### src/rtl/fp_pkg.sv
// Shared binary32 definitions for the floating-point adder datapath.
// Provides the field widths, the unpacked-operand struct and a helper
// that splits a raw binary32 word into sign, effective exponent,
// significand with hidden bit, and class bits.
package fp_pkg;

  localparam int EXP_W = 8;
  localparam int FRAC_W = 23;
  localparam int SIG_W = FRAC_W + 1;
  localparam logic [EXP_W-1:0] EXP_MAX = 8'hFF;
  localparam int BIAS = 127;

  typedef struct packed {
    logic             sign;
    logic [EXP_W-1:0] eff_exp;
    logic [SIG_W-1:0] mant;
    logic             is_nan;
    logic             is_inf;
    logic             is_zero;
  } fp_op_t;

  // Denormals and zeros share the exponent of the smallest normal (1)
  // with the hidden bit cleared, so alignment needs no special case.
  function automatic fp_op_t fp_unpack(input logic [31:0] x);
    fp_op_t u;
    logic [EXP_W-1:0] e;
    logic [FRAC_W-1:0] f;
    e = x[30:23];
    f = x[22:0];
    u.sign = x[31];
    u.eff_exp = (e == '0) ? 8'd1 : e;
    u.mant = {(e != '0), f};
    u.is_nan = (e == EXP_MAX) && (f != '0);
    u.is_inf = (e == EXP_MAX) && (f == '0);
    u.is_zero = (e == '0) && (f == '0);
    return u;
  endfunction

endpackage

### src/rtl/fp_align_stage_if.sv
// Handshake channels around the alignment stage.
//   fp_in_if  : operand pair (in_valid/in_ready, a, b).
//               master = operand source, slave = alignment stage.
//   fp_out_if : aligned result (out_valid/out_ready plus result fields and
//               special-case flags). master = alignment stage, slave = adder core.
interface fp_in_if;
  logic        in_valid;
  logic        in_ready;
  logic [31:0] a;
  logic [31:0] b;

  modport master (output in_valid, output a, output b, input in_ready);
  modport slave  (input in_valid, input a, input b, output in_ready);
endinterface

interface fp_out_if #(
  parameter int MANT_W = 24,
  parameter int GRS_W  = 3
);
  logic                      out_valid;
  logic                      out_ready;
  logic                      big_sign;
  logic [7:0]                big_exp;
  logic [MANT_W-1:0]         big_mant;
  logic [MANT_W+GRS_W-1:0]   small_mant;
  logic                      eff_sub;
  logic                      nan_flag;
  logic                      inf_flag;
  logic                      zero_flag;

  modport master (
    output out_valid, output big_sign, output big_exp, output big_mant,
    output small_mant, output eff_sub, output nan_flag, output inf_flag,
    output zero_flag, input out_ready
  );
  modport slave (
    input out_valid, input big_sign, input big_exp, input big_mant,
    input small_mant, input eff_sub, input nan_flag, input inf_flag,
    input zero_flag, output out_ready
  );
endinterface

### src/rtl/fp_sticky_shifter.sv
// Combinational right shifter for the smaller significand.
// Ports:
//   sig     in  significand with hidden bit
//   shamt   in  exponent difference (0..255)
//   aligned out {sig, GRS zeros} >> shamt, every shifted-out bit ORed into bit 0
module fp_sticky_shifter #(
  parameter int MANT_W = 24,
  parameter int GRS_W  = 3
) (
  input  logic [MANT_W-1:0]       sig,
  input  logic [7:0]              shamt,
  output logic [MANT_W+GRS_W-1:0] aligned
);

  localparam int AL_W = MANT_W + GRS_W;

  logic [AL_W-1:0] ext;
  logic [AL_W-1:0] shifted;
  logic [AL_W-1:0] lost_mask;

  always_comb begin
    ext = {sig, {GRS_W{1'b0}}};
    shifted = '0;
    lost_mask = '0;
    aligned = '0;
    if (shamt >= 8'(AL_W)) begin
      // Everything falls off the end; only the sticky bit survives.
      aligned = {{(AL_W-1){1'b0}}, |sig};
    end else begin
      shifted = ext >> shamt;
      lost_mask = (AL_W'(1) << shamt) - AL_W'(1);
      aligned = shifted | {{(AL_W-1){1'b0}}, |(ext & lost_mask)};
    end
  end

endmodule

### src/rtl/fp_align_stage.sv
// Pre-alignment stage for the sequential binary32 adder.
// Two-stage pipeline: S1 unpacks, classifies and orders the operands by
// magnitude; S2 right-shifts the smaller significand into GRS form.
// Ports:
//   clk     in  clock, all state on the rising edge
//   rst     in  synchronous active-low reset
//   in_ch   slave side of the operand channel (in_valid/in_ready, a, b)
//   out_ch  master side of the result channel (out_valid/out_ready, big_*,
//           small_mant, eff_sub, nan/inf/zero flags)
module fp_align_stage
  import fp_pkg::*;
#(
  parameter int MANT_W = 24,
  parameter int GRS_W  = 3
) (
  input  logic     clk,
  input  logic     rst,
  fp_in_if.slave   in_ch,
  fp_out_if.master out_ch
);

  fp_op_t ua;
  fp_op_t ub;
  logic   a_ge;
  logic [7:0] diff;
  logic   nan_c;
  logic   s2_adv;
  logic   s1_adv;

  logic              s1_valid;
  logic              s1_big_sign;
  logic [7:0]        s1_big_exp;
  logic [MANT_W-1:0] s1_big_mant;
  logic [MANT_W-1:0] s1_small_mant;
  logic [7:0]        s1_diff;
  logic              s1_eff_sub;
  logic              s1_nan;
  logic              s1_inf;
  logic              s1_zero;

  logic [MANT_W+GRS_W-1:0] shift_out;

  assign s2_adv = !out_ch.out_valid || out_ch.out_ready;
  assign s1_adv = !s1_valid || s2_adv;
  assign in_ch.in_ready = s1_adv;

  always_comb begin
    ua = fp_unpack(in_ch.a);
    ub = fp_unpack(in_ch.b);
    // Magnitude order on {exp,frac}; ties go to A.
    a_ge = in_ch.a[30:0] >= in_ch.b[30:0];
    diff = a_ge ? (ua.eff_exp - ub.eff_exp) : (ub.eff_exp - ua.eff_exp);
    nan_c = ua.is_nan || ub.is_nan || (ua.is_inf && ub.is_inf && (ua.sign ^ ub.sign));
  end

  always_ff @(posedge clk) begin
    if (!rst) begin
      s1_valid      <= 1'b0;
      s1_big_sign   <= 1'b0;
      s1_big_exp    <= '0;
      s1_big_mant   <= '0;
      s1_small_mant <= '0;
      s1_diff       <= '0;
      s1_eff_sub    <= 1'b0;
      s1_nan        <= 1'b0;
      s1_inf        <= 1'b0;
      s1_zero       <= 1'b0;
    end else if (s1_adv) begin
      s1_valid <= in_ch.in_valid;
      if (in_ch.in_valid) begin
        s1_big_sign   <= a_ge ? ua.sign : ub.sign;
        s1_big_exp    <= a_ge ? ua.eff_exp : ub.eff_exp;
        s1_big_mant   <= a_ge ? ua.mant : ub.mant;
        s1_small_mant <= a_ge ? ub.mant : ua.mant;
        s1_diff       <= diff;
        s1_eff_sub    <= ua.sign ^ ub.sign;
        s1_nan        <= nan_c;
        s1_inf        <= (ua.is_inf || ub.is_inf) && !nan_c;
        s1_zero       <= ua.is_zero && ub.is_zero;
      end
    end
  end

  fp_sticky_shifter #(
    .MANT_W(MANT_W),
    .GRS_W (GRS_W)
  ) u_shifter (
    .sig    (s1_small_mant),
    .shamt  (s1_diff),
    .aligned(shift_out)
  );

  always_ff @(posedge clk) begin
    if (!rst) begin
      out_ch.out_valid  <= 1'b0;
      out_ch.big_sign   <= 1'b0;
      out_ch.big_exp    <= '0;
      out_ch.big_mant   <= '0;
      out_ch.small_mant <= '0;
      out_ch.eff_sub    <= 1'b0;
      out_ch.nan_flag   <= 1'b0;
      out_ch.inf_flag   <= 1'b0;
      out_ch.zero_flag  <= 1'b0;
    end else if (s2_adv) begin
      out_ch.out_valid <= s1_valid;
      if (s1_valid) begin
        out_ch.big_sign   <= s1_big_sign;
        out_ch.big_exp    <= s1_big_exp;
        out_ch.big_mant   <= s1_big_mant;
        out_ch.small_mant <= shift_out;
        out_ch.eff_sub    <= s1_eff_sub;
        out_ch.nan_flag   <= s1_nan;
        out_ch.inf_flag   <= s1_inf;
        out_ch.zero_flag  <= s1_zero;
      end
    end
  end

endmodule

### src/flat_wrapper.sv
// flat-port wrapper written by rule: the top's interface ports become plain ports
module fp_align_stage_flat import fp_pkg::*;
#(
  parameter int MANT_W = 24,
  parameter int GRS_W  = 3
)
  (clk, rst, in_ch_in_valid, in_ch_a, in_ch_b, in_ch_in_ready, out_ch_out_valid, out_ch_big_sign, out_ch_big_exp, out_ch_big_mant, out_ch_small_mant, out_ch_eff_sub, out_ch_nan_flag, out_ch_inf_flag, out_ch_zero_flag, out_ch_out_ready);
  fp_in_if in_ch_i ();
  fp_out_if #(.MANT_W(MANT_W), .GRS_W(GRS_W)) out_ch_i ();
  input  logic clk;
  input  logic rst;
  input wire logic [$bits(in_ch_i.in_valid)-1:0] in_ch_in_valid;
  input wire logic [$bits(in_ch_i.a)-1:0] in_ch_a;
  input wire logic [$bits(in_ch_i.b)-1:0] in_ch_b;
  output wire logic [$bits(in_ch_i.in_ready)-1:0] in_ch_in_ready;
  output wire logic [$bits(out_ch_i.out_valid)-1:0] out_ch_out_valid;
  output wire logic [$bits(out_ch_i.big_sign)-1:0] out_ch_big_sign;
  output wire logic [$bits(out_ch_i.big_exp)-1:0] out_ch_big_exp;
  output wire logic [$bits(out_ch_i.big_mant)-1:0] out_ch_big_mant;
  output wire logic [$bits(out_ch_i.small_mant)-1:0] out_ch_small_mant;
  output wire logic [$bits(out_ch_i.eff_sub)-1:0] out_ch_eff_sub;
  output wire logic [$bits(out_ch_i.nan_flag)-1:0] out_ch_nan_flag;
  output wire logic [$bits(out_ch_i.inf_flag)-1:0] out_ch_inf_flag;
  output wire logic [$bits(out_ch_i.zero_flag)-1:0] out_ch_zero_flag;
  input wire logic [$bits(out_ch_i.out_ready)-1:0] out_ch_out_ready;
  assign in_ch_i.in_valid = in_ch_in_valid;
  assign in_ch_i.a = in_ch_a;
  assign in_ch_i.b = in_ch_b;
  assign in_ch_in_ready = in_ch_i.in_ready;
  assign out_ch_out_valid = out_ch_i.out_valid;
  assign out_ch_big_sign = out_ch_i.big_sign;
  assign out_ch_big_exp = out_ch_i.big_exp;
  assign out_ch_big_mant = out_ch_i.big_mant;
  assign out_ch_small_mant = out_ch_i.small_mant;
  assign out_ch_eff_sub = out_ch_i.eff_sub;
  assign out_ch_nan_flag = out_ch_i.nan_flag;
  assign out_ch_inf_flag = out_ch_i.inf_flag;
  assign out_ch_zero_flag = out_ch_i.zero_flag;
  assign out_ch_i.out_ready = out_ch_out_ready;
  fp_align_stage #(.MANT_W(MANT_W), .GRS_W(GRS_W)) u_core (.clk(clk), .rst(rst), .in_ch(in_ch_i), .out_ch(out_ch_i));
endmodule
### config.mk
export PLATFORM = sky130hd
export DESIGN_NAME = fp_align_stage_flat
export DESIGN_NICKNAME = d
export VERILOG_FILES = /design/src/rtl/fp_pkg.sv /design/src/rtl/fp_align_stage_if.sv /design/src/rtl/fp_sticky_shifter.sv /design/src/rtl/fp_align_stage.sv /design/src/flat_wrapper.sv
export SDC_FILE = /design/constraint.sdc
export NUM_CORES = 1
export LEC_CHECK = 0
export ABC_AREA = 1
export CAP_MARGIN = 20
export CORE_ASPECT_RATIO = 1.25
export CORE_MARGIN = 2
export CORE_UTILIZATION = 40
export CTS_CLUSTER_SIZE = 16
export DETAILED_ROUTE_END_ITERATION = 6
export PLACE_DENSITY = 0.66
export SYNTH_ARGS = -nofsm -noshare
export SYNTH_HDL_FRONTEND = slang
export SYNTH_SLANG_ARGS = --single-unit
### constraint.sdc
create_clock -name clk -period 3.43 [get_ports clk]
set_input_delay 0.5145 -clock clk [delete_from_list [all_inputs] [get_ports clk]]
set_output_delay 0.5145 -clock clk [all_outputs]
set_load 0.01 [all_outputs]
==> flow_summary.json, run 1 <==
{
  "die_w_um": 138.3,
  "cts_buffers": 17,
  "endpoint_kind": "register",
  "grt_pass1_wl_um": 46030,
  "synthArstFlopShare": 0,
  "vias_per_cell": 5.320,
  "drc": 0,
  "reg2reg_slack_ps": 530,
  "crit_type": "in2reg",
  "worstHoldPathType": "reg2reg",
  "status": "complete, no violations",
  "cpMostUsedCell": "inv_1",
  "syn_area_mm2": 0.009024,
  "syn_inst": 1381,
  "wirelength_um": 28720,
  "synth_ff_type": "dfxtp_1",
  "cts_sinks": 135,
  "htreeDepth": 4,
  "die_h_um": 171.9,
  "vias": 9373,
  "drive_above_1_share": 0.07437,
  "syn_avg_cell_area_um2": 6.534,
  "final_max_slew_viol_count": 0,
  "path_clk_slew_ps": 60,
  "met3_usage": 0.03849,
  "worst_hold_slack_ps": 462.8,
  "comb_power_share": 0.275,
  "placed_area_mm2": 0.01053,
  "cts.path.max_buffers": 2,
  "cp_slowest_stage_delay_ps": 530,
  "finClkSkew_ps": 12.27,
  "busiest_layer": "met2",
  "final_hold_viol_count": 0,
  "cap_violations": 0,
  "ir_worst_vdd_mv": 0.3635,
  "clockPowerShare": 0.366,
  "fmax_mhz": 333.3,
  "yosys-top-cells-area": "dfxtp_1 (30%), nand2_1 (10%), a21oi_1 (10%), o21ai_0 (8.1%), nor2_1 (6.9%)",
  "core_mm2": 0.02221,
  "syn_nets": 1496,
  "critPathTopFamily": "buffers and inverters",
  "dr.pass1.iters": 5,
  "max_slew_margin": 0.5025,
  "synth_seq_area_share": 0.2995,
  "rsz0062_at_grt": "no",
  "fin_util": 0.4998,
  "num-nets-final": 1581,
  "synth.top_cell.area_share": 0.2995,
  "drtAntennaViolNets": 0,
  "cts_tree": "built",
  "met2_usage": 0.4171,
  "switching_power_mw": 1.691,
  "tightest_slew_ps": 743.5,
  "clockRootBuffer": "clkbuf_16",
  "cp_max_fo": 15,
  "switching_share": 0.3433,
  "area_delta_synth_final_pct": 23.02,
  "grt_overflow": 0,
  "clk_latency_ps": 430,
  "grt_start_max_net_pins": 67,
  "final_cell_area_mm2": 0.01110,
  "antenna_cells": 0,
  "leakagePower_nw": 4.717,
  "drt_iter0_drc": 618,
  "post_cts_buffers": 0,
  "yosys-top-cells-count": "nand2_1 (252), a21oi_1 (182), nor2_1 (167), o21ai_0 (146), dfxtp_1 (135)",
  "synth_seq_cells": 135,
  "internal_power_mw": 3.236,
  "fill_cells": 2331,
  "powerDensity_mw_per_mm2": 443.9,
  "synth_top_area_cell": "dfxtp_1",
  "finalSetupViolCount": 0,
  "finalCriticalPeriod_ps": 3000,
  "ctsResizeCount": 0,
  "cp_slowest_cell": "clkdlybuf4s50_1",
  "fp.dieArea_mm2": 0.02378,
  "crit_path_start_kind": "input port",
  "met1_usage": 0.2991,
  "boundaryPins": 134,
  "p_seq_frac": 0.358,
  "required_ps": 3750,
  "ys_warn_count": 0,
  "num_rows": 61,
  "yosysUniqueCellTypes": 49,
  "yosysMostFrequentCell": "nand2_1",
  "grt_util_all_layers": 0.2399,
  "cp.arrival_ps": 3320,
  "hold_buffers": 0,
  "finalSetupTns_ps": 0,
  "gp_routability_congestion": 0.9622,
  "portBuffers": 133,
  "antenna_found_initial": 0,
  "crit_path_cell_trace": "clkdlybuf4s50_1 > inv_1 > ha_1 > a21oi_1 > nor2_1 > a211oi_1 > a21oi_1 > nor3_1 > nand3_4 > inv_1 > nand2_1 > nand3_1 > nand3_1 > nand2_1 > inv_1",
  "wire_per_inst_um": 16.30,
  "path_buf_inv": 4,
  "hpwl_um": 21670,
  "grt_pass1_vias": 8997,
  "fin_crit_sh": 0.8746,
  "start_util": 0.4063,
  "synth_edf_count": 0
}
-- through the flow --
step / setup slack [ps] / power (mW) / cells
finish: 430.0 / 4.927 / 1762
global route: 210.4 / 5.188 / 1762
CTS: 484.8 / 4.953 / 1762
detailed placement: 51.02 / 3.144 / 1730
global placement: 105.3 / 3.136 / 1730
floorplan: 863.7 / 2.680 / 1381
-- area by class of cell --
cell class / instances / area, µm² / share of cell area
Clock inverter: 12 / 117.6 / 0.01060
Tap cell: 283 / 354.1 / 0.03190
Multi-Input combinational cell: 1023 / 5406 / 0.4870
Inverter: 131 / 494.2 / 0.04452
Clock buffer: 20 / 456.7 / 0.04114
Sequential cell: 135 / 2703 / 0.2435
Timing Repair Buffer: 158 / 1569 / 0.1413
-- power groups by stage --
| stage | logic [mW] | clock network (mW) | registers (mW) |
|---|---|---|---|
| floorplan | 0.896 | 0 | 1.78 |
| global placement | 1.34 | 0 | 1.80 |
| detailed placement | 1.35 | 0 | 1.80 |
| CTS | 1.35 | 1.84 | 1.76 |
| global route | 1.51 | 1.90 | 1.78 |
| finish | 1.36 | 1.81 | 1.77 |
-- kinds of logic (layout without fill, tap and decap cells) --
kind of cell | after synthesis | count (layout) | share of synthesized area
AO/OA/AOI/OAI | 390 | 390 | 0.2304
XOR/XNOR | 10 | 10 | 0.009706
adder cells (fa/ha/maj) | 47 | 47 | 0.06683
buffers and inverters | 223 | 321 | 0.1033
flip-flops | 135 | 135 | 0.2995
multiplexers | 6 | 6 | 0.006656
AND/OR/NAND/NOR | 570 | 570 | 0.2836
-- final timing paths --
path / from / end / depth (start not counted)
setup / recovery: in_ch_b[20] / u_core.s1_diff[5] / 15
hold / removal: u_core.s1_small_mant[20] / u_core.s1_small_mant[20] / 2
setup reg to reg: u_core.s1_diff[2] / u_core.out_ch.small_mant[11] / 10
hold reg to reg: u_core.s1_small_mant[20] / u_core.s1_small_mant[20] / 2
-- worst register-to-register path, stage by stage (launching register included) --
cell and delay [ps]:
dfxtp_1 420, inv_2 360, o21ai_0 150, nand2_1 90, nand3_1 120, nor2_1 610
nand2_1 300, inv_1 340, o21ai_0 130, o21bai_1 170, a21oi_1 130
-- layout by cell type, fill, tap and decap left out, types with 6 or more instances in the layout --
| master | synthesis | final |
|---|---|---|
| o21ai_1 | 11 | 11 |
| mux2i_1 | 6 | 6 |
| clkdlybuf4s50_1 | 0 | 133 |
| o21ai_0 | 146 | 146 |
| inv_1 | 121 | 121 |
| o22ai_1 | 9 | 9 |
| xnor2_1 | 6 | 6 |
| nor3_1 | 9 | 9 |
| nor4_1 | 10 | 10 |
| nand3_1 | 55 | 55 |
| clkbuf_16 | 0 | 17 |
| nand4_1 | 32 | 32 |
| dfxtp_1 | 135 | 135 |
| nor2_2 | 8 | 8 |
| nor2_4 | 7 | 7 |
| nor2_1 | 167 | 167 |
| a21oi_1 | 182 | 182 |
| nand2_2 | 11 | 12 |
| o2111ai_1 | 6 | 6 |
| inv_2 | 9 | 9 |
| ha_1 | 45 | 45 |
| buf_4 | 6 | 21 |
| a22oi_1 | 6 | 6 |
| o211ai_1 | 10 | 10 |
| nand2_1 | 252 | 250 |
-- flip-flops by register name (all words and copies together), names as in the netlist --
| signal | count |
|---|---|
| u_core.s1_big_sign | 1 |
| u_core.s1_nan | 1 |
| u_core.out_ch.big_sign | 1 |
| u_core.out_ch.eff_sub | 1 |
| u_core.out_ch.zero_flag | 1 |
| u_core.s1_diff | 8 |
| u_core.s1_eff_sub | 1 |
| u_core.s1_big_mant | 24 |
| u_core.out_ch.big_mant | 24 |
| u_core.out_ch.big_exp | 8 |
| u_core.out_ch.inf_flag | 1 |
| u_core.s1_inf | 1 |
| u_core.out_ch.nan_flag | 1 |
| u_core.s1_big_exp | 8 |
| u_core.s1_small_mant | 24 |
| u_core.out_ch.out_valid | 1 |
| u_core.s1_valid | 1 |
| u_core.s1_zero | 1 |
| u_core.out_ch.small_mant | 27 |
-- metal layers --
metal	routed length, µm	vias to the layer above
met3	1438	55
met2	14020	282
met4	792	0
li1	-	4786
met1	12470	4250
met5	0	-
(Power assumes the default switching activity.)
==> run 2: changes to the inputs <==
Settings changed: CTS_BUF_LIST set to sky130_fd_sc_hd__clkbuf_8, PLACE_DENSITY 0.66 to 0.68, SKIP_LAST_GASP set to 1.
Clock period 3.43 ns to 2.6 ns, I/O delays scaled along.
==> run 2 against run 1 <==
Compared with the run above:
- sequential share of layout area is 1.7 points lower
- sequential power up 31%
- routed wire length is 3.0% higher
- worst hold slack worse by 92 ps
- setup slack got worse by 330 ps
- die area stayed put
- critical path depth fell by 2
- non-clock buffer count rose by 112
- global-route usage rose by 0.42 points
- critical path type unchanged
- largest cell class unchanged
- highest routed layer unchanged
==> flow_summary.json, run 2 (synthesis results as in run 1) <==
{
  "status": "complete, no violations",
  "cp_slowest_stage_delay_ps": 520,
  "drc": 0,
  "wirelength_um": 29590,
  "required_ps": 2930,
  "vias_per_cell": 5.304,
  "placedCellCount": 1840,
  "largest_register": "u_core.out_ch.small_mant",
  "worstHoldPathType": "in2reg",
  "die_h_um": 171.9,
  "finalPower_mw": 6.475,
  "grt_overflow": 0,
  "cp.arrival_ps": 2830,
  "hold_buffers": 0,
  "fin_crit_sh": 0.9605,
  "die_w_um": 138.3,
  "cp_max_fo": 39,
  "wire_per_inst_um": 15.79,
  "finalCriticalPeriod_ps": 2497,
  "grt_util_all_layers": 0.2440,
  "largest_reg_flops": 27,
  "boundaryPins": 134,
  "path_clk_slew_ps": 80,
  "switching_share": 0.3298,
  "grt_pass1_wl_um": 46900,
  "area_delta_synth_final_pct": 32.34,
  "dr.pass1.iters": 5,
  "portBuffers": 133,
  "antenna_found_initial": 0,
  "crit_type": "in2reg",
  "cts_sinks": 135,
  "cp_slowest_cell": "clkdlybuf4s50_1",
  "final_max_slew_viol_count": 0,
  "max_slew_margin": 0.5939,
  "grt_pass1_vias": 9430,
  "final_cell_mix": "nand2_1 (250), a21oi_1 (182), nor2_1 (166), o21ai_0 (145), dfxtp_1 (134)",
  "switching_power_mw": 2.136,
  "drive_above_1_share": 0.1464,
  "tightest_slew_ps": 603.7,
  "cap_violations": 0,
  "cts_buffers": 17,
  "rsz0062_at_grt": "yes",
  "crit_path_start_kind": "input port",
  "fin_cells": 1874,
  "leakagePower_nw": 5.317,
  "antenna_cells": 0,
  "htreeDepth": 4,
  "powerDensity_mw_per_mm2": 542.3,
  "cts.path.max_buffers": 2,
  "start_util": 0.4063,
  "crit_path_cell_trace": "clkdlybuf4s50_1 > inv_1 > ha_1 > a21oi_1 > nor2_1 > a211oi_2 > a21oi_1 > nor3_2 > nand3_4 > buf_12 > buf_4 > o21ai_0 > a21oi_1",
  "place_ws_ps": -554.2,
  "grt_start_max_net_pins": 65,
  "ir_worst_vdd_mv": 0.4597,
  "cpMostUsedCell": "a21oi_1",
  "fp.dieArea_mm2": 0.02378,
  "num_rows": 61,
  "gp_routability_congestion": 0.9780,
  "final_common_cell": "nand2_1",
  "hpwl_um": 22620,
  "core_mm2": 0.02221,
  "clockRootBuffer": "clkbuf_8",
  "clk_latency_ps": 460,
  "drtAntennaViolNets": 0,
  "fmax_mhz": 400.4,
  "p_seq_frac": 0.359,
  "endpoint_kind": "register",
  "vias": 9939,
  "comb_power_share": 0.305,
  "finClkSkew_ps": 13.43,
  "internal_power_mw": 4.340,
  "cts_tree": "built",
  "finalSetupViolCount": 0,
  "layout_setup_ws_ps": 102.7,
  "clockPowerShare": 0.336,
  "num-nets-final": 1693,
  "drt_iter0_drc": 673,
  "final_hold_viol_count": 0
}
## run 2: cell types whose count changed in the layout (fill, tap and decap cells not counted), sizes merged, moves of 3 or more
cell           before  now
dlymetal6s2s        0    8
clkdlybuf4s50     133  125
buf                25  137
bufinv              1    6
clkinvlp            4    1
inv               135  132
## run 2: final cells by class
| type | instances | area [µm²] |
|---|---|---|
| Tap cell | 283 | 354.1 |
| Timing Repair Buffer | 270 | 2442 |
| Sequential cell | 135 | 2704 |
| Clock inverter | 12 | 222.7 |
| Fill cell | 2183 | 10270 |
| Multi-Input combinational cell | 1023 | 5449 |
| Clock buffer | 20 | 275.3 |
| Inverter | 131 | 494.2 |
## run 2: repair_timing
item | in CTS | in global routing
gates resized for setup | 2 | 18
endpoints found under the setup margin | 1 | 62
endpoints found under the hold margin | 0 | 0
buffers inserted | 0 | 2
pin swaps | 1 | 9
## run 2: routing by layer
layer | track usage | up-vias | share of wire
li1 | - | 5024 | -
met1 | 0.2936 | 4551 | 0.43
met2 | 0.4294 | 299 | 0.49
met3 | 0.03683 | 65 | 0.045
met4 | 0.1167 | 0 | 0.037
met5 | 0 | - | 0
## run 2: path summary, 6_finish.rpt
path              slack, ps                     endpoint                      from  cells past startpoint
setup / recovery        100        u_core.s1_big_mant[6]               in_ch_b[20]                     13
hold / removal          370         u_core.s1_big_exp[2]               in_ch_b[25]                      3
setup reg to reg        260  u_core.out_ch.small_mant[0]         u_core.s1_diff[1]                     17
hold reg to reg         460     u_core.s1_small_mant[20]  u_core.s1_small_mant[20]                      2
## run 2: critical path: cells and delay by family
family | cells | cell delay (ps)
buffers and inverters | 4 | 950
AO/OA/AOI/OAI | 5 | 680
adder cells (fa/ha/maj) | 1 | 310
AND/OR/NAND/NOR | 3 | 490
## run 2: stage by stage
| step | util | hold slack [ps] | setup TNS (ps) | area, µm² |
|---|---|---|---|---|
| 3_5_place_dp | 0.5117 | 452.4 | -21420 | 11360 |
| 3_3_place_gp | 0.5117 | 451.7 | -17660 | 11360 |
| 4_1_cts | 0.5345 | 464.8 | 0 | 11870 |
| 6_report | 0.5377 | 371.0 | 0 | 11940 |
| 5_1_grt | 0.5377 | 370.1 | -128.5 | 11940 |
| 2_1_floorplan | - | 441.3 | 0 | 9024 |
## run 2: power groups by stage
| stage | Sequential [mW] | Clock (mW) | Combinational (mW) |
|---|---|---|---|
| global placement | 2.36 | 0 | 1.92 |
| detailed placement | 2.37 | 0 | 1.94 |
| CTS | 2.32 | 2.22 | 1.95 |
| floorplan | 2.35 | 0 | 1.18 |
| global route | 2.34 | 2.30 | 2.19 |
| finish | 2.32 | 2.18 | 1.98 |
==> run 3: changes to the inputs <==
Settings changed: SKIP_CTS_REPAIR_TIMING set to 1.
==> run 3 against run 2 <==
Compared with the run above:
- routed wire length increased by 0.21%
- flip-flop and latch count stayed put
- global-route usage barely moved
- worst hold slack worse by 2.1 ps
- sequential share of layout area did not move
- cell count unchanged
- critical path type unchanged
- power is essentially flat
- register-to-register slack is essentially flat
- final area unchanged
- largest power group unchanged
- sequential power barely moved
- highest routed layer unchanged
==> flow_summary.json, run 3 (synthesis results as in run 1) <==
{
  "status": "complete, no violations",
  "drc": 0,
  "grt_pass1_wl_um": 46870,
  "cts.path.max_buffers": 2,
  "hpwl_um": 22620,
  "fmax_mhz": 400.7,
  "finalSetupViolCount": 0,
  "final_cell_area_mm2": 0.01194,
  "busiest_layer": "met2",
  "ir_worst_vdd_mv": 0.4598,
  "crit_type": "in2reg",
  "grt_pass1_vias": 9423,
  "die_w_um": 138.3,
  "num_rows": 61,
  "largest_reg_flops": 27,
  "met3_usage": 0.03683,
  "fin_crit_sh": 0.9598,
  "wire_per_inst_um": 15.82,
  "worstSetupEndpoint": "u_core.s1_big_mant[6]",
  "placedCellCount": 1840,
  "cp_max_fo": 39,
  "drive_above_1_share": 0.1464,
  "grt_overflow": 0,
  "clockRootBuffer": "clkbuf_8",
  "layout_setup_ws_ps": 104.6,
  "vias_per_cell": 5.314,
  "reg2reg_to": "u_core.out_ch.small_mant[0]",
  "wirelength_um": 29650,
  "final_common_cell": "nand2_1",
  "regToRegStartpoint": "u_core.s1_diff[6]",
  "drtAntennaViolNets": 0,
  "cts_buffers": 17,
  "fp.dieArea_mm2": 0.02378,
  "cp.arrival_ps": 2830,
  "drt_iter0_drc": 663,
  "crit_start": "in_ch_b[20]",
  "finalCriticalPeriod_ps": 2495,
  "final_max_slew_viol_count": 0,
  "tightest_slew_ps": 611.7,
  "clk_latency_ps": 460,
  "place_ws_ps": -554.2,
  "boundaryPins": 134,
  "cts_sinks": 135,
  "cts_tree": "built",
  "leakagePower_nw": 5.317,
  "rsz0062_at_grt": "yes",
  "placed_area_mm2": 0.01136,
  "gp_routability_congestion": 0.9780,
  "largest_register": "u_core.out_ch.small_mant",
  "dr.pass1.iters": 7,
  "core_mm2": 0.02221,
  "final_hold_viol_count": 0,
  "powerDensity_mw_per_mm2": 542.6,
  "vias": 9959,
  "fin_util": 0.5377,
  "finClkSkew_ps": 15.03,
  "antenna_cells": 0,
  "start_util": 0.4063,
  "final_cell_mix": "nand2_1 (250), a21oi_1 (182), nor2_1 (166), o21ai_0 (145), dfxtp_1 (134)",
  "htreeDepth": 4,
  "finalPower_mw": 6.479,
  "path_clk_slew_ps": 80,
  "num-nets-final": 1693,
  "portBuffers": 133,
  "met1_usage": 0.2936,
  "antenna_found_initial": 0,
  "grt_start_max_net_pins": 65,
  "met2_usage": 0.4290,
  "required_ps": 2930,
  "grt_util_all_layers": 0.2439,
  "reg2reg_slack_ps": 250,
  "die_h_um": 171.9,
  "cap_violations": 0,
  "crit_path_start_kind": "input port",
  "fin_cells": 1874,
  "area_delta_synth_final_pct": 32.34,
  "max_slew_margin": 0.5922,
  "worstHoldPathType": "in2reg",
  "endpoint_kind": "register",
  "reg2reg_depth": 17
}
run 3: cell counts in the layout (fill, tap and decap cells not counted):
No cell type changed its count.
run 3: how the worst min path moves through the flow:
| stage | slack [ps] | endpoint | startpoint | cells after the start |
|---|---|---|---|---|
| after global placement | 450 | u_core.s1_small_mant[1] | u_core.s1_small_mant[1] | 2 |
| after detailed placement | 450 | u_core.s1_big_exp[0] | u_core.s1_big_exp[0] | 2 |
| after floorplan | 440 | u_core.s1_big_exp[7] | u_core.s1_big_exp[7] | 2 |
| final | 370 | u_core.s1_big_exp[2] | in_ch_b[25] | 3 |
| after CTS | 460 | u_core.s1_big_exp[0] | u_core.s1_big_exp[0] | 2 |
| after global routing | 370 | u_core.s1_big_exp[2] | in_ch_b[25] | 3 |
run 3: area by class of cell:
class	instances	area (µm²)
timing repair buffer	270	2442
multi-input combinational	1023	5449
fill	2182	10270
tap	283	354.1
clock buffer	20	275.3
clock inverter	12	222.7
inverter	131	494.2
sequential	135	2704
run 3: metrics by stage:
stage	setup TNS, ps	hold slack, ps
after floorplan	0	441.3
after global placement	-17660	451.7
after detailed placement	-21420	452.4
after CTS	-47.98	464.8
after global routing	-114.7	370.1
final	0	368.9
run 3: worst max-delay path: stages:
cell,delay (ps)
clkdlybuf4s50_1,520
inv_1,70
ha_1,310
a21oi_1,170
nor2_1,70
a211oi_2,150
a21oi_1,110
nor3_2,250
nand3_4,170
buf_12,210
buf_4,150
o21ai_0,160
a21oi_1,90
run 3: routing by layer:
layer | wire [µm] | up-vias | part of all wire
met5 | 0 | - | 0
met4 | 1114 | 0 | 0.038
met3 | 1229 | 68 | 0.041
met2 | 14400 | 297 | 0.49
met1 | 12910 | 4568 | 0.44
li1 | - | 5026 | -
run 3: where the power goes:
| group | switching (mW) | internal [mW] |
|---|---|---|
| sequential | 0.110 | 2.21 |
| clock | 0.866 | 1.32 |
| combinational | 1.16 | 0.811 |
| total | 2.14 | 4.34 |
==> RTL edit 1: new RTL, config.mk and constraints of run 1 <==
`GRS_W` is set to 3 in 4 places; all go to 5.
--- a/src/rtl/fp_align_stage_if.sv
+++ b/src/rtl/fp_align_stage_if.sv
@@ -16,5 +16,5 @@
 interface fp_out_if #(
   parameter int MANT_W = 24,
-  parameter int GRS_W  = 3
+  parameter int GRS_W  = 5
 );
   logic                      out_valid;
--- a/src/rtl/fp_sticky_shifter.sv
+++ b/src/rtl/fp_sticky_shifter.sv
@@ -6,5 +6,5 @@
 module fp_sticky_shifter #(
   parameter int MANT_W = 24,
-  parameter int GRS_W  = 3
+  parameter int GRS_W  = 5
 ) (
   input  logic [MANT_W-1:0]       sig,
--- a/src/rtl/fp_align_stage.sv
+++ b/src/rtl/fp_align_stage.sv
@@ -12,5 +12,5 @@
 #(
   parameter int MANT_W = 24,
-  parameter int GRS_W  = 3
+  parameter int GRS_W  = 5
 ) (
   input  logic     clk,
--- a/src/flat_wrapper.sv
+++ b/src/flat_wrapper.sv
@@ -3,5 +3,5 @@
 #(
   parameter int MANT_W = 24,
-  parameter int GRS_W  = 3
+  parameter int GRS_W  = 5
 )
   (clk, rst, in_ch_in_valid, in_ch_a, in_ch_b, in_ch_in_ready, out_ch_out_valid, out_ch_big_sign, out_ch_big_exp, out_ch_big_mant, out_ch_small_mant, out_ch_eff_sub, out_ch_nan_flag, out_ch_inf_flag, out_ch_zero_flag, out_ch_out_ready);
Ports: changed (resized out_ch_small_mant); port bits go from 134 to 136. The function was not compared with the original's and may differ.
==> RTL edit 1 against run 1 <==
Critical path depth up 3; setup slack better by 160 ps; global-route usage increased by 1.4 points; final area grew 1.8%; routed wire length up 6.9%; synthesized area increased by 0.29%; core utilization is 0.92 points higher; hold slack lost 2.1 ps; clock skew down 1.4 ps; maximum frequency increased by 5.6%; total power up 2.4%; sequential cell count up 2; critical endpoint is now u_core.s1_diff[6]$_SDFFE_PN0P_.
==> RTL edit 1: results (changes against run 1) <==
Cell variety after synth: 43 (-12%)
Inst Count DP: 1819 (+5.1%)
Dpl ws: 214 ps (+163 ps)
I/O Buffers: 135 (+1.5%)
Crit path DAT: 3160 ps (-160 ps)
Top reg by flops: u_core.out_ch.small_mant
Synth Area in Adders: 0.0666 (-0.000194)
Wire per inst: 16.6 um (+1.8%)
Mux share of post-synthesis cell area: 0.00553 (-0.00113)
RR Startpoint: u_core.s1_diff[0]$_SDFFE_PN0P_
Status: completed
Placed wire-length estimate: 23100 um (+6.6%)
Crit Path Max Fanout: 5 (-10)
Max incr delay on CP: 480 ps (-50 ps)
Compound-gate portion of the synthesized area: 0.162 (-0.0688)
Synth top area cells: dfxtp_1 (30%), nand2_1 (14%), nand3_1 (9.0%)
Synth cell count leaders: nand2_1 (348), nor2_1 (170), nand3_1 (163)
Worst IR Drop VDD: 0.373 mV (+2.5%)
Longest Clk Path Bufs: 2 (unchanged)
Vias per cell: 5.43 (+2.0%)
Min-Delay Path Class: reg2reg
Ant diodes: 0 (unchanged)
Layout cells sized above 1: 0.0606 (-0.0138)
Max reg flops: 29 (+7.4%)
Leak: 4.93 nW (+4.5%)
Ys Warns: 0 (unchanged)
Register area share after synthesis: 0.303 (+0.00355)
Worst-path clk slew: 60 ps (about the same)
Vias in the first global route: 9404 (+4.5%)
XOR/XNOR Fraction of Synth Area: 0.0116 (+0.00191)
FMAX: 352 MHz (+5.6%)
Hold path startpoint: u_core.out_ch.small_mant[3]$_SDFFE_PN0P_
Placed Area: 10700 um2 (+1.9%)
Top_reg_cell synth: dfxtp_1
Worst clock skew: 10.9 ps (-1.38 ps)
Final Net Count: 1670 (+5.6%)
Max-Slew Margin vs Limit: 0.514 (+0.0113)
R2R Setup Slk: 610 ps (+80 ps)
Clock Latency Late Sink: 430 ps (about the same)
First-pass GRT wire length: 48600 um (+5.6%)
TritonRoute pass-1 iters: 6 (+1)
GR Util All Layers: 0.254 (+0.0145)
Comb. pwr: 1.43 mW (+5%)
Synthesized Nets: 1568 (+4.8%)
Sw Pwr: 1.74 mW (+2.9%)
DR iter-0 viols: 578 (-6.5%)
Fill cell count: 2307 (-1.0%)
Crit path max-delay family: simple AND/OR/NAND/NOR gates
Initial antenna violation count: 0 (unchanged)
Mapped Cells: 1453 (+5.2%)
Ys async rst share: 0 (unchanged)
Pin count of the biggest net entering global routing: 70 (+4.5%)
Vias: 10000 (+7.1%)
Hold WS: 461 ps (-2.14 ps)
Root Driver: clkbuf_16
EDFF count, synth: 0 (unchanged)
Critical Path Start: in_ch_b[26]
## RTL edit 1: cell count changes after synthesis, sizes merged, moves of 7 or more
cell | before | now
a21oi | 183 | 126
inv | 131 | 138
nand2 | 267 | 350
nand3 | 62 | 163
nor2 | 184 | 176
o21ai | 158 | 103
## RTL edit 1: path summary, 6_finish.rpt
check,to,cells past startpoint
min,u_core.out_ch.small_mant[3]$_SDFFE_PN0P_,2
max reg2reg,u_core.out_ch.small_mant[0]$_SDFFE_PN0P_,13
min reg2reg,u_core.out_ch.small_mant[3]$_SDFFE_PN0P_,2
max,u_core.s1_diff[6]$_SDFFE_PN0P_,18
## RTL edit 1: cell type report
type,instances,area (um2),area share
clock buffers,20,467,0.0413
clock inverters,12,114,0.0101
inverters,140,526,0.0465
multi-input cells,1084,5410,0.479
flip-flops and latches,137,2740,0.243
well taps,283,354,0.0313
repair buffers,175,1690,0.149
## RTL edit 1: metal layers
layer	routed length, um	track usage
met2	14700	0.446
met4	1310	0.121
met5	0	0
met3	1690	0.0402
met1	13000	0.307
==> RTL edit 2: new RTL, flow settings as in run 1 <==
Made on the original files. Reset style: asynchronous (`rst`), changed in 2 clocked blocks. Comments in the files are not updated.
--- a/src/rtl/fp_align_stage.sv
+++ b/src/rtl/fp_align_stage.sv
@@ -54,5 +54,5 @@
   end
 
-  always_ff @(posedge clk) begin
+  always_ff @(posedge clk or negedge rst) begin
     if (!rst) begin
       s1_valid      <= 1'b0;
@@ -91,5 +91,5 @@
   );
 
-  always_ff @(posedge clk) begin
+  always_ff @(posedge clk or negedge rst) begin
     if (!rst) begin
       out_ch.out_valid  <= 1'b0;
Check against the original RTL: differs if rst is asserted again (counterexample within 4 cycles, from zero or initial values and one cycle with rst low); with rst held inactive, the same outputs for 4 cycles.
==> RTL edit 2 against run 1 <==
Setup slack improved by 9.6 ps; routed wire length increased by 1.6%; sequential cell count unchanged; maximum frequency increased by 0.32%; register-to-register slack improved by 180 ps; total power increased by 28%; synthesized area increased by 4.0%; final cell count about the same; critical endpoint is now u_core.s1_diff[6]$_DFFE_PN0P_; final area increased by 4.7%; largest cell class unchanged; non-clock buffer count increased by 11.
==> RTL edit 2: results (changes against run 1) <==
Vias per cell: 5.23 (-1.7%)
Slew @ Worst Pin: 770 ps (+26.7 ps)
Avg Inst Size Synth: 6.95 um2 (+6.4%)
GR Util All Layers: 0.241 (+0.00137)
Placed wire-length estimate: 22300 um (+2.7%)
Pin count of the biggest net entering global routing: 81 (+21%)
Leak: 5.83 nW (+24%)
Vias: 9213 (-1.7%)
Register area share after synthesis: 0.360 (+0.0605)
M1 GR Usage: 0.309 (+0.0101)
Longest Clk Path Bufs: 2 (unchanged)
Worst-path clk slew: 70 ps
Final Net Count: 1575 (-0.38%)
DR iter-0 viols: 601 (-2.8%)
P_int: 3.90 mW (+21%)
GR Util met3: 0.0428 (+0.00431)
First-pass GRT wire length: 47400 um (+3.1%)
GR Util met2: 0.409 (-0.00799)
RePlAce Congestion: 0.981 (+2.0%)
Synthesized Nets: 1465 (-2.1%)
Synth cell count leaders: nand2_1 (451), dfrtp_1 (135), nor2_1 (129)
Inst Count DP: 1729 (-0.058%)
Layout cells sized above 1: 0.0754 (+0.000982)
Worst IR Drop VDD: 0.386 mV (+6.2%)
Status: completed
Crit path DAT: 3350 ps (+30 ps)
Crit Path Max Fanout: 5 (-10)
Cell variety after synth: 50 (+2.0%)
I/O Buffers: 133 (unchanged)
Synth top area cells: dfrtp_1 (36%), nand2_1 (18%), ha_1 (6.0%)
Post-CTS Resized: 0 (unchanged)
H-tree Lvls: 4 (unchanged)
Dpl ws: 63.1 ps (+12.1 ps)
Vias in the first global route: 9003 (+0.067%)
Fill cell count: 2265 (-2.8%)
Ant diodes: 0 (unchanged)
Wire per inst: 16.6 um (+1.7%)
Initial antenna violation count: 0 (unchanged)
Ys async rst share: 1.00 (+1.00)
Min-Delay Path Class: in2async
Worst clock skew: 12.7 ps (+0.459 ps)
## RTL edit 2: cell types whose count changed after synthesis, moves of 7 or more
cell / delta
nand3_1: -9
o21ai_0: -82
a21oi_1: -145
dfrtp_1: +135
nand2_2: -7
dfxtp_1: -135
clkbuf_1: -25
nand2_1: +199
o22ai_1: +22
nor2_1: -38
o21ai_1: +35
buf_1: +10
## RTL edit 2: worst max-delay path, stage by stage
cell             delay [ps]
clkdlybuf4s50_1         510
inv_1                   140
nand4_1                 110
nor4_1                  280
nor2_1                  110
ha_1                    240
fa_1                    410
o31ai_1                 360
a21oi_1                 110
nor2_1                  110
nor2_1                   60
xnor2_1                 150
nand4_1                 110
a31oi_1                 150
## RTL edit 2: logic make-up (layout without fill, tap and decap cells)
kind of cell	count (synthesis)	count (layout)	synth area share
xor gates and xnor gates	14	14	0.0131
buffers and inverters	214	337	0.0955
AOI/OAI and AO/OA	220	220	0.135
DFF	135	135	0.360
and+or+nand+nor	709	709	0.321
muxes	11	11	0.0117
adders and majority gates	47	47	0.0643
## RTL edit 2: final cells by class
type | count | area, um2 | share of cell area
timing repair buffer | 169 | 1640 | 0.141
clock buffer | 17 | 425 | 0.0366
sequential | 135 | 3380 | 0.291
multi-input combinational | 1001 | 5120 | 0.441
clock inverter | 15 | 178 | 0.0153
inverter | 136 | 518 | 0.0446
tap | 288 | 360 | 0.0310
## RTL edit 2: metal layers
metal	wire length, um	part of all wire
met1	12800	0.44
met2	14100	0.48
met3	1440	0.049
met4	880	0.030
met5	0	0
## RTL edit 2: path summary, 6_finish.rpt
check	start	to	slack, ps	cells past startpoint
worst max-delay path	in_ch_b[29]	u_core.s1_diff[6]$_DFFE_PN0P_	440	14
worst min-delay path	rst	u_core.out_ch.out_valid$_DFFE_PN0P_	110	1
worst max register to register	u_core.s1_diff[7]$_DFFE_PN0P_	u_core.out_ch.small_mant[0]$_DFFE_PN0P_	710	17
worst min register to register	u_core.s1_big_mant[19]$_DFFE_PN0P_	u_core.out_ch.big_mant[19]$_DFFE_PN0P_	470	2
max in group asynchronous	rst	u_core.s1_small_mant[12]$_DFFE_PN0P_	2520	2
min in group clk	u_core.s1_big_mant[19]$_DFFE_PN0P_	u_core.out_ch.big_mant[19]$_DFFE_PN0P_	470	2
## RTL edit 2: power groups by stage
stage	sequential [mW]	combinational, mW	clock (mW)
floorplan	2.16	1.32	0
CTS	2.16	2.22	1.95
detailed placement	2.18	2.21	0
global placement	2.18	2.18	0
global route	2.19	2.46	2.03
finish	2.16	2.22	1.92
## RTL edit 2: metrics by stage
step	instance area, um2	power [mW]	hold WS [ps]
floorplan	9390	3.48	219
global placement	11000	4.36	452
detailed placement	11000	4.39	456
CTS	11600	6.32	150
global route	11600	6.69	180
finish	11600	6.30	107
